--- config.mk ---
export PLATFORM = sky130hd
export DESIGN_NAME = multiplier_factor_search
export DESIGN_NICKNAME = d
export VERILOG_FILES = /design/src/rtl/multiplier_factor_search.sv
export SDC_FILE = /design/constraint.sdc
export NUM_CORES = 1
export LEC_CHECK = 0
export BUFFER_PORTS_ARGS = -buffer_cell sky130_fd_sc_hd__buf_2
export CAP_MARGIN = 20
export CORE_MARGIN = 4
export CORE_UTILIZATION = 40
export CTS_CLUSTER_DIAMETER = 150
export DETAILED_ROUTE_END_ITERATION = 8
export PLACE_DENSITY = 0.58
export SYNTH_ARGS = -nofsm -noshare
export SYNTH_HDL_FRONTEND = slang
export SYNTH_SLANG_ARGS = --single-unit
export TNS_END_PERCENT = 10
--- constraint.sdc ---
create_clock -name clk -period 2.4 [get_ports clk]
set_input_delay 0.12 -clock clk [delete_from_list [all_inputs] [get_ports clk]]
set_output_delay 0.12 -clock clk [all_outputs]
set_load 0.05 [all_outputs]
--- src/rtl/multiplier_factor_search.sv ---
// Sequential factor search: walks every pair (a,b) with a,b >= 2, multiplies them
// with a shift-add datapath and reports the first (or counts every) pair with a*b == target.
module multiplier_factor_search #(
    parameter int unsigned AW        = 4,
    parameter int unsigned BW        = 3,
    parameter bit          COUNT_ALL = 1'b0,
    localparam int unsigned NW       = AW + BW
) (
    input  logic          clk,
    input  logic          rst_n,
    input  logic          start,
    input  logic          abort,
    input  logic [NW-1:0] target,
    output logic          busy,
    output logic          done,
    output logic          found,
    output logic [AW-1:0] a_out,
    output logic [BW-1:0] b_out,
    output logic [NW-1:0] match_count
);

    localparam int unsigned KW = (BW > 1) ? $clog2(BW) : 1;

    typedef enum logic [1:0] {
        IDLE  = 2'd0,
        MUL   = 2'd1,
        CHECK = 2'd2,
        DONE  = 2'd3
    } state_t;

    state_t        state_q, state_d;
    logic [NW-1:0] target_q, target_d;
    logic [AW-1:0] a_q, a_d;
    logic [BW-1:0] b_q, b_d;
    logic [NW-1:0] acc_q, acc_d;
    logic [KW-1:0] k_q, k_d;
    logic          done_q, done_d;
    logic          found_q, found_d;
    logic [AW-1:0] a_out_q, a_out_d;
    logic [BW-1:0] b_out_q, b_out_d;
    logic [NW-1:0] count_q, count_d;

    logic          hit;
    logic          last_pair;
    logic [NW-1:0] a_ext;

    assign a_ext     = {{BW{1'b0}}, a_q};
    assign hit       = (acc_q == target_q);
    assign last_pair = (a_q == '1) && (b_q == '1);

    always_ff @(posedge clk or negedge rst_n) begin
        if (!rst_n) begin
            state_q  <= IDLE;
            target_q <= '0;
            a_q      <= '0;
            b_q      <= '0;
            acc_q    <= '0;
            k_q      <= '0;
            done_q   <= 1'b0;
            found_q  <= 1'b0;
            a_out_q  <= '0;
            b_out_q  <= '0;
            count_q  <= '0;
        end else begin
            state_q  <= state_d;
            target_q <= target_d;
            a_q      <= a_d;
            b_q      <= b_d;
            acc_q    <= acc_d;
            k_q      <= k_d;
            done_q   <= done_d;
            found_q  <= found_d;
            a_out_q  <= a_out_d;
            b_out_q  <= b_out_d;
            count_q  <= count_d;
        end
    end

    always_comb begin
        state_d  = state_q;
        target_d = target_q;
        a_d      = a_q;
        b_d      = b_q;
        acc_d    = acc_q;
        k_d      = k_q;
        done_d   = done_q;
        found_d  = found_q;
        a_out_d  = a_out_q;
        b_out_d  = b_out_q;
        count_d  = count_q;

        unique case (state_q)
            IDLE: begin
                if (start) begin
                    target_d = target;
                    done_d   = 1'b0;
                    found_d  = 1'b0;
                    a_out_d  = '0;
                    b_out_d  = '0;
                    count_d  = '0;
                    a_d      = AW'(2);
                    b_d      = BW'(2);
                    acc_d    = '0;
                    k_d      = '0;
                    // No pair with both factors >= 2 can produce 0..3.
                    if (target < NW'(4)) begin
                        state_d = DONE;
                        done_d  = 1'b1;
                    end else begin
                        state_d = MUL;
                    end
                end
            end

            MUL: begin
                if (abort) begin
                    state_d = IDLE;
                    found_d = 1'b0;
                    a_out_d = '0;
                    b_out_d = '0;
                    count_d = '0;
                end else begin
                    if (b_q[k_q]) begin
                        acc_d = acc_q + (a_ext << k_q);
                    end
                    if (k_q == KW'(BW - 1)) begin
                        k_d     = '0;
                        state_d = CHECK;
                    end else begin
                        k_d = k_q + KW'(1);
                    end
                end
            end

            CHECK: begin
                if (abort) begin
                    state_d = IDLE;
                    found_d = 1'b0;
                    a_out_d = '0;
                    b_out_d = '0;
                    count_d = '0;
                end else begin
                    if (hit) begin
                        count_d = count_q + NW'(1);
                        if (!found_q) begin
                            found_d = 1'b1;
                            a_out_d = a_q;
                            b_out_d = b_q;
                        end
                    end
                    if ((!COUNT_ALL && hit) || last_pair) begin
                        state_d = DONE;
                        done_d  = 1'b1;
                    end else begin
                        // b is the inner loop; it wraps back to 2 when a advances.
                        if (b_q == '1) begin
                            b_d = BW'(2);
                            a_d = a_q + AW'(1);
                        end else begin
                            b_d = b_q + BW'(1);
                        end
                        acc_d   = '0;
                        state_d = MUL;
                    end
                end
            end

            DONE: begin
                state_d = IDLE;
            end

            default: begin
                state_d = IDLE;
            end
        endcase
    end

    assign busy        = (state_q == MUL) || (state_q == CHECK);
    assign done        = done_q;
    assign found       = found_q;
    assign a_out       = a_out_q;
    assign b_out       = b_out_q;
    assign match_count = count_q;

endmodule

==> flow_metrics.tcl, run 1 <==
set metrics [dict create \
    run_status "completed" \
    synth_edf_count 0 \
    final_layout_size_suffix_gt1_share_pct 24.7 \
    switching_power_mw 1.22 \
    most-common-layout-cells "dfrtp_1, nand2_1, buf_2" \
    postSynthNetCount 291 \
    mostFrequentLayoutCell "dfrtp_1" \
    synth.yosys.seq_area_share_pct 40.5 \
    std_cell_rows 28 \
    num_vias 2043 \
    sw_frac_of_total_pct 40.9 \
    power.density_cell_area_nw_per_um2 1010 \
    fin_nets 329 \
    finalCritPeriodShare_pct 93.5 \
    cell_types_with_the_largest_area_share_after_synthesis "dfrtp_1, ha_1, o21ai_0, nand2_1, nand3_1" \
    fin_skew_ps 13.6 \
    routedWlPerCell_um 14.3 \
    upper_clock_frequency_limit_mhz 445 \
    route.final.wire_length_um 5430 \
    clock_tree.htree_level_count 2 \
    setup_violations 0 \
    yosys.area_share.adder_pct 7.70 \
    cp_slowest_cell "dfrtp_1" \
    die_area_um2 7680 \
    cts_inserted_buffers 5 \
    ys_ff_latch 41 \
    number_of_top_level_design_ports 28 \
    ff2ff_path_depth 10 \
    fp.coreArea_um2 6030 \
    grt_pass1_vias 1934 \
    path_clk_slew_ps 80 \
    globalplace.congestion 0.815 \
    dieHeight_um 87.6 \
    maxCapViolCount 0 \
    detailedPlacementHpwl_um 4060 \
    synth_simple_gate_area_share_pct 22.0 \
    hold_depth 2 \
    cts_sinks 41 \
    max-clock-path-buffers 2 \
    fillers 591 \
    worstSetupEndpointType "register" \
    critPathBufInv 1 \
    list_of_cells_traversed_by_the_critical_path "mux2i_1 -> or2_2 -> inv_1 -> ha_1 -> a211oi_1 -> o21bai_1 -> a21oi_1 -> xnor2_1 -> nand3_1 -> o21ai_0" \
    synth-xor-area-share_pct 3.11 \
    root_buffer "clkbuf_8" \
    yosys_warnings 0 \
    internal_power_mw 1.77 \
    finalMaxSlewViolations 0 \
    tns_ps 0 \
    setup_repair_after_global_routing_missed_its_margin "no" \
    total_leakage_power_nw 1.34 \
    main_combinational_cell_family_by_area_after_synthesis "simple AND/OR/NAND/NOR gates" \
    synth_top_area_share_pct 40.5 \
    synth_top_cell_by_area "dfrtp_1" \
    path_delay_family "compound AO/OA/AOI/OAI gates" \
    layout-area-overhead-vs-synth_pct 16.6 \
    arrival_ps 2460 \
    share_clk_of_total_power_pct 19.0 \
    period_needed_ps 2250 \
    post-route-drc-count 0 \
    starting_density_of_the_core_pct 42.1 \
    initial_antenna_violation_count 0 \
    synth_flop_cell "dfrtp_1" \
    power_frac_seq_pct 31.8 \
    startpoint_type "register" \
    type_of_the_worst_setup_path "register to register" \
    synth.lib_cells_used.distinct 50 \
    detail_route.vias_per_cell 5.39 \
    syn_area_per_cell_um2 9.57 \
    critical_path.max_stage_delay_ps 480 \
    synth-compound-area-share_pct 16.8 \
    grt.overflow.total 0 \
    drtPass1Iterations 4 \
    holdWs_ps 51.4 \
    max-slew-margin-rel_pct 36.8 \
    antenna_violating_nets_post_route 0 \
    worstSkewPairLatency_ps 300 \
    ir_drop_mv 0.662 \
    synth_mux_area_share_pct 5.53 \
    cp_num_cells 10 \
    buffer_ports.inserted 27 \
    grt_first_pass_wirelength_um 9470 \
    tritoncts "done" \
    path_max_fanout 7 \
    die_width_um 87.6 \
    drtIter0Drc 101 \
    required_ps 2620 \
    worstMarginPinSlew_ps 949 \
    globalRouteTotalUtil_pct 15.4 \
    grt_start_max_net_pins 42 \
    finalHoldViolCount 0 \
    post_synth_instance_area_um2 2540 \
    comb_power_share_pct 49.2 \
    asr_flop_ratio_synth_pct 100 \
    synth_cells 265 \
    timing.hold.worst.class "input pin to register" \
    n_diodes 0 \
]
## power by group through the flow
stage,clock network [mW],logic [mW],registers [mW]
final,0.568,1.47,0.950
after global routing,0.616,1.66,0.970
after CTS,0.591,1.44,0.953
after detailed placement,0,1.44,0.966
after global placement,0,1.43,0.966
after floorplan,0,1.09,0.964
## cell usage after synthesis (all sizes together) (2+ instances only)
master / n
o21ai: 24
buf: 5
nor2: 13
nand3b: 2
nand3: 21
mux2: 8
nand2: 29
a22o: 4
nand2b: 7
nor2b: 7
a21o: 3
or4b: 2
o31ai: 4
dfrtp: 41
nor3: 5
clkbuf: 7
or3: 3
xnor2: 9
mux2i: 5
o211ai: 3
a21oi: 8
inv: 15
o21bai: 2
nand4: 7
ha: 14
## registers in the layout, summed over array words and instances (netlist names)
register	cells
a_out	4
a_q	4
acc_q	7
b_out	3
b_q	3
done	1
found	1
k_q	2
match_count	7
state_q	2
target_q	7
## kinds of logic (layout without fill, tap and decap cells)
group           after synthesis  count (layout)
simple gates                 99              99
compound gates               61              61
flops                        41              41
buf+inv                      27              66
fa+ha+maj                    15              15
mux                          13              13
xor+xnor                      9               9
## area by class of cell
| cell class | instances | area, um2 | area share [%] |
|---|---|---|---|
| Multi-Input combinational cell | 197 | 1410 | 47.7 |
| Sequential cell | 41 | 1030 | 34.7 |
| Timing Repair Buffer | 43 | 258 | 8.71 |
| Tap cell | 75 | 93.8 | 3.17 |
| Clock buffer | 5 | 68.8 | 2.33 |
| Inverter | 15 | 56.3 | 1.90 |
| Clock inverter | 3 | 43.8 | 1.48 |
## per-stage QoR
stage / worst slack, ps / total power [mW] / area (um2) / cells / util (%)
6_report: 155 / 2.99 / 2960 / 379 / 49.1
5_1_grt: 13.6 / 3.24 / 2960 / 379 / 49.1
4_1_cts: 52.2 / 2.99 / 2930 / 377 / 48.6
3_5_place_dp: 62.8 / 2.40 / 2810 / 368 / 46.6
3_3_place_gp: 173 / 2.39 / 2810 / 368 / 46.6
2_1_floorplan: 41.8 / 2.05 / 2540 / 265 / -
## what timing repair did
action                                  in CTS  in global routing
endpoints found under the setup margin       0                  2
hold endpoints to repair                    11                  0
setup buffers                                0                  2
gates resized for setup                      0                  5
hold buffers                                 1                  0
## metal layers
| metal | part of all wire, % | track usage (%) |
|---|---|---|
| met5 | 0 | 0 |
| met3 | 4.2 | 2.92 |
| met4 | 0.76 | 3.77 |
| met2 | 45 | 22.9 |
| met1 | 50 | 23.0 |
## final timing paths
check / slack [ps] / endpoint / start
worst max-delay path: 150 / acc_q[5]$_DFFE_PN0P_ / a_q[1]$_DFFE_PN0P_
min in group asynchronous: 510 / acc_q[4]$_DFFE_PN0P_ / rst_n
worst min register to register: 500 / match_count[6]$_DFFE_PN0P_ / match_count[6]$_DFFE_PN0P_
max in group asynchronous: 1250 / k_q[0]$_DFFE_PN0P_ / rst_n
worst min-delay path: 50 / target_q[1]$_DFFE_PN0P_ / target[1]
worst max register to register: 150 / acc_q[5]$_DFFE_PN0P_ / a_q[1]$_DFFE_PN0P_
No activity file was read; power rests on OpenSTA's default activity.
==> inputs of run 2 (changes only) <==
--- a/config.mk
+++ b/config.mk
@@ -12,5 +12,5 @@
 export CTS_CLUSTER_DIAMETER = 150
 export DETAILED_ROUTE_END_ITERATION = 8
-export PLACE_DENSITY = 0.58
+export PLACE_DENSITY = 0.56
 export SYNTH_ARGS = -nofsm -noshare
 export SYNTH_HDL_FRONTEND = slang
==> constraint.sdc (replaced) <==
create_clock -name clk -period 2.2 [get_ports clk]
set_input_delay 0 -clock clk [delete_from_list [all_inputs] [get_ports clk]]
set_output_delay 0 -clock clk [all_outputs]
set_load 0.05 [all_outputs]
==> run 2 against run 1 <==
  * Combinational power is 20% higher
  * Clock skew is 8.0 ps lower
  * Largest cell class unchanged
  * Final cell count is 4.5% higher
  * Sequential power is 9% higher
  * Worst hold slack better by 47 ps
  * Largest power group unchanged
  * Fmax is 6.1% higher
  * Clock power is 12% higher
==> flow_metrics.tcl, run 2 (synthesis gave the netlist of run 1 again) <==
set metrics [dict create \
    cts_inserted_buffers 5 \
    fp.coreArea_um2 6030 \
    list_of_cells_traversed_by_the_critical_path "inv_2 -> nand2_1 -> nor2_1 -> ha_2 -> inv_1 -> fa_2 -> nand2b_4 -> a21oi_4 -> o21ai_2 -> nand2b_1 -> xnor2_1 -> o221ai_1" \
    std_cell_rows 28 \
    buffer_ports.inserted 27 \
    finalMaxSlewViolations 0 \
    tritoncts "done" \
    max-clock-path-buffers 2 \
    root_buffer "clkbuf_8" \
    power.density_cell_area_nw_per_um2 1100 \
    required_ps 2360 \
    layout-area-overhead-vs-synth_pct 24.3 \
    globalRouteTotalUtil_pct 16.0 \
    routedWlPerCell_um 14.4 \
    holdCritStartpoint "start" \
    ir_drop_mv 0.789 \
    most-common-layout-cells "dfrtp_1, nand2_1, buf_2" \
    placed_cells 379 \
    grt_first_pass_wirelength_um 9650 \
    upper_clock_frequency_limit_mhz 473 \
    detail_route.vias_per_cell 5.24 \
    type_of_the_worst_setup_path "register to register" \
    hold_depth 4 \
    initial_antenna_violation_count 0 \
    ff2ff_path_depth 12 \
    worstSkewPairLatency_ps 290 \
    run_status "completed" \
    route.final.wire_length_um 5700 \
    hold_end "state_q[1]$_DFFE_PN0P_" \
    detailedPlacementHpwl_um 4170 \
    clock_tree.htree_level_count 2 \
    path_max_fanout 6 \
    maxCapViolCount 0 \
    finalCritPeriodShare_pct 96.2 \
    critical_path.reg2reg.endpoint "acc_q[6]$_DFFE_PN0P_" \
    grt_pass1_vias 1948 \
    critical_path.reg2reg.startpoint "k_q[0]$_DFFE_PN0P_" \
    n_diodes 0 \
    arrival_ps 2280 \
    antenna_violating_nets_post_route 0 \
    max-slew-margin-rel_pct 36.7 \
    cell_area_after_layout_um2 3150 \
    worstMarginPinSlew_ps 950 \
    number_of_top_level_design_ports 28 \
    grt.overflow.total 0 \
    drtIter0Drc 42 \
    globalplace.congestion 0.788 \
    dieHeight_um 87.6 \
    setup_slack_on_the_worst_flop_to_flop_path_ps 80 \
    setup_violations 0 \
    die_width_um 87.6 \
    fin_nets 346 \
    num_vias 2076 \
    final_layout_size_suffix_gt1_share_pct 28.7 \
    critical_path.max_stage_delay_ps 460 \
    cp_slowest_cell "dfrtp_2" \
    worstSetupEndpointType "register" \
    total_leakage_power_nw 1.42 \
    finalNonFillerCells 396 \
    fin_skew_ps 5.60 \
    path_clk_slew_ps 80 \
    post-route-drc-count 0 \
    starting_density_of_the_core_pct 42.1 \
    startpoint_type "register" \
    grt_start_max_net_pins 42 \
    cts_sinks 41 \
    die_area_um2 7680 \
    drtPass1Iterations 4 \
    finalHoldViolCount 0 \
    timing.hold.worst.class "input pin to register" \
    mostFrequentLayoutCell "dfrtp_1" \
    setup_repair_after_global_routing_missed_its_margin "yes" \
    area_post_placement_um2 2910 \
    period_needed_ps 2120 \
]
[run 2: layout make-up]
cell class / count / area, um2
clock inverter: 1 / 30.0
fill: 566 / 2870
sequential: 41 / 1030
tap: 75 / 93.8
clock buffer: 7 / 86.3
inverter: 15 / 56.3
multi-input combinational: 197 / 1440
timing repair buffer: 60 / 415
[run 2: repair_timing]
item	in CTS	in global routing
gates resized for setup	4	10
setup endpoints to repair	2	3
endpoints found under the hold margin	48	0
buffers inserted	1	0
pin swaps	1	6
hold buffers	8	0
[run 2: routing by layer]
| metal | share of wire [%] | GRT usage, % | vias up |
|---|---|---|---|
| met4 | 1.0 | 3.77 | 0 |
| met2 | 44 | 24.7 | 45 |
| met1 | 50 | 22.9 | 963 |
| met3 | 4.9 | 3.39 | 5 |
| li1 | - | - | 1063 |
| met5 | 0 | 0 | - |
[run 2: report_power, final]
| part | internal (mW) | leakage [nW] | switching, mW | total, mW |
|---|---|---|---|---|
| logic | 0.804 | 0.821 | 0.967 | 1.77 |
| clock network | 0.370 | 0.0585 | 0.267 | 0.637 |
| registers | 0.905 | 0.540 | 0.140 | 1.04 |
[run 2: stage by stage]
stage	util, %	setup WS [ps]	hold WS [ps]	power [mW]	TNS (ps)
floorplan	-	20.2	-296	2.27	0
global placement	48.3	43.3	210	2.75	0
detailed placement	48.3	-16.4	215	2.76	-18.8
CTS	51.8	6.80	86.4	3.43	0
global route	52.3	-68.4	134	3.71	-98.9
finish	52.3	84.1	98.2	3.45	0
[run 2: how the worst max path moves through the flow]
stage                                  start                   end  slack, ps  cells after the start
after detailed placement  k_q[0]$_DFFE_PN0P_  acc_q[6]$_DFFE_PN0P_        -20                     12
final                     k_q[0]$_DFFE_PN0P_  acc_q[6]$_DFFE_PN0P_         80                     12
after global routing      k_q[0]$_DFFE_PN0P_  acc_q[6]$_DFFE_PN0P_        -70                     12
after floorplan           k_q[0]$_DFFE_PN0P_  acc_q[6]$_DFFE_PN0P_         20                     10
after CTS                 k_q[0]$_DFFE_PN0P_  acc_q[5]$_DFFE_PN0P_          7                     10
after global placement    k_q[0]$_DFFE_PN0P_  acc_q[5]$_DFFE_PN0P_         40                     10
[run 2: worst max-delay path, delay by kind of cell (launching register included)]
family          cells  cell delay (ps)
fa+ha+maj           2              530
flops               1              460
simple gates        4              460
compound gates      3              310
buf+inv             2              120
xor+xnor            1              120
==> inputs of run 3 (changes only) <==
CELL_PAD_IN_SITES_DETAIL_PLACEMENT = 2   (was default)
CELL_PAD_IN_SITES_GLOBAL_PLACEMENT = 2   (was default)
CORE_UTILIZATION = 37   (was 40)
PLACE_DENSITY = 0.77   (was 0.56)
==> run 3 against run 2 <==
  * The run now ends with setup timing left
  * Non-clock buffer count is 12 higher
  * Fmax is 11% lower
  * Sequential power hardly changed
  * Via count is 12% higher
  * Final cell count is 3.5% higher
  * Clock skew is 2.7 ps higher
  * Critical path type unchanged
  * Largest cell class unchanged
==> flow_metrics.tcl, run 3 (synthesis gave the netlist of run 1 again) <==
set metrics [dict create \
    fin_nets 358 \
    grt_first_pass_wirelength_um 14000 \
    fin_util_pct 50.6 \
    setup_violations 3 \
    grt_pass1_vias 2583 \
    root_buffer "clkbuf_8" \
    clock_tree.htree_level_count 2 \
    fin_skew_ps 8.33 \
    detailedPlacementHpwl_um 5210 \
    type_of_the_worst_setup_path "register to register" \
    tritoncts "done" \
    num_vias 2333 \
    share_clk_of_total_power_pct 13.6 \
    upper_clock_frequency_limit_mhz 421 \
    critical_path.reg2reg.startpoint "k_q[0]$_DFFE_PN0P_" \
    multi_input_area_um2 1510 \
    layout-area-overhead-vs-synth_pct 29.6 \
    power.density_cell_area_nw_per_um2 1130 \
    globalplace.congestion 0.796 \
    worstMarginPinSlew_ps 965 \
    drtIter0Drc 80 \
    worstSkewPairLatency_ps 310 \
    buffer_ports.inserted 27 \
    failed_checks "setup timing" \
    timing.hold.worst.class "input pin to register" \
    finalHoldViolCount 0 \
    startpoint_type "register" \
    detail_route.vias_per_cell 5.69 \
    comb_power_share_pct 58.0 \
    die_width_um 90.8 \
    ff2ff_path_depth 11 \
    route.final.wire_length_um 9040 \
    starting_density_of_the_core_pct 39.0 \
    setup_repair_after_global_routing_missed_its_margin "yes" \
    run_status "finished, violations left" \
    globalRouteTotalUtil_pct 21.7 \
    number_of_top_level_design_ports 28 \
    path_max_fanout 5 \
    antenna_violating_nets_post_route 0 \
    critical_path.max_stage_delay_ps 460 \
    setup_slack_on_the_worst_flop_to_flop_path_ps -170 \
    maxCapViolCount 0 \
    switching_power_mw 1.64 \
    setup.worst_path.start "k_q[0]$_DFFE_PN0P_" \
    cts_sinks 41 \
    ir_drop_mv 0.424 \
    sw_frac_of_total_pct 44.1 \
    grt_start_max_net_pins 42 \
    max-clock-path-buffers 2 \
    internal_power_mw 2.08 \
    arrival_ps 2610 \
    period_needed_ps 2370 \
    power_frac_seq_pct 28.4 \
    critical_path.reg2reg.endpoint "acc_q[5]$_DFFE_PN0P_" \
    die_area_um2 8240 \
    final_layout_size_suffix_gt1_share_pct 34.2 \
    finalMaxSlewViolations 0 \
    required_ps 2440 \
    path_clk_slew_ps 80 \
    final_ws_setup_ps -175 \
    fillers 687 \
    max-slew-margin-rel_pct 35.6 \
    list_of_cells_traversed_by_the_critical_path "buf_8 -> mux2i_4 -> mux2i_1 -> ha_1 -> buf_4 -> o21ai_2 -> o21bai_1 -> a21oi_2 -> xnor2_2 -> nand3_1 -> o21ai_1" \
    routedWlPerCell_um 22.1 \
    placed_cells 383 \
    n_diodes 0 \
    post-route-drc-count 0 \
    finalCritPeriodShare_pct 108 \
    drtPass1Iterations 4 \
    grt.overflow.total 0 \
    total_leakage_power_nw 1.48 \
    cp_slowest_cell "dfrtp_2" \
    worstSetupEndpointType "register" \
    cp-endpoint "acc_q[5]$_DFFE_PN0P_" \
    cts_inserted_buffers 5 \
    seqCellArea_um2 1030 \
    std_cell_rows 29 \
    dieHeight_um 90.8 \
    fp.coreArea_um2 6490 \
    mostFrequentLayoutCell "dfrtp_1" \
    post-layout-total-power_mw 3.71 \
    finalNonFillerCells 410 \
    initial_antenna_violation_count 0 \
    most-common-layout-cells "dfrtp_1, buf_4, nand2_1" \
]
run 3: worst min-delay path by stage:
stage	depth (start not counted)	to	startpoint	slack, ps
after floorplan	0	a_out[0]$_DFFE_PN0P_	rst_n	-300
after global placement	1	match_count[2]$_DFFE_PN0P_	rst_n	200
after detailed placement	1	match_count[2]$_DFFE_PN0P_	rst_n	210
after CTS	4	state_q[1]$_DFFE_PN0P_	start	110
after global routing	4	state_q[1]$_DFFE_PN0P_	start	140
final	4	state_q[1]$_DFFE_PN0P_	start	120
run 3: worst max-delay path: cells and delay by family (launching register included):
kind / cells / cell delay (ps)
AOI/OAI and AO/OA: 4 / 510
DFF: 1 / 460
muxes: 2 / 390
adders and majority gates: 1 / 350
buffers and inverters: 2 / 280
xor gates and xnor gates: 1 / 170
and+or+nand+nor: 1 / 140
run 3: cell type report:
| cell class | count | share of cell area, % |
|---|---|---|
| well taps | 77 | 2.93 |
| inverters | 15 | 1.71 |
| clock buffers | 6 | 2.21 |
| flip-flops and latches | 41 | 31.3 |
| repair buffers | 72 | 15.6 |
| multi-input cells | 197 | 46.0 |
| clock inverters | 2 | 0.305 |
run 3: per-stage QoR:
step	instance area, um2	hold slack (ps)	setup TNS [ps]	worst slack [ps]
finish	3290	120	-368	-175
global route	3290	145	-728	-298
CTS	3180	114	-26.6	-26.6
detailed placement	2930	210	-270	-225
global placement	2930	199	-34.7	-34.7
floorplan	2550	-296	0	20.2
run 3: power by group through the flow:
stage | Clock, mW | Combinational (mW) | Sequential (mW)
3_3_place_gp | 0 | 1.73 | 1.04
5_1_grt | 0.561 | 2.34 | 1.07
6_report | 0.506 | 2.15 | 1.06
4_1_cts | 0.518 | 1.94 | 1.05
2_1_floorplan | 0 | 1.21 | 1.05
3_5_place_dp | 0 | 1.80 | 1.05
run 3: repair_timing:
item,in CTS,in global routing
hold buffers,8,0
hold endpoints to repair,48,0
pin swaps,8,16
gates resized for setup,18,15
setup endpoints to repair,6,13
buffers inserted,5,6
run 3: routing by layer:
| layer | vias to the layer above | routed length, um | track usage [%] |
|---|---|---|---|
| li1 | 1082 | - | - |
| met1 | 1184 | 3590 | 25.4 |
| met2 | 47 | 4920 | 39.5 |
| met3 | 20 | 320 | 3.42 |
| met4 | 0 | 209 | 8.04 |
| met5 | - | 0 | 0 |
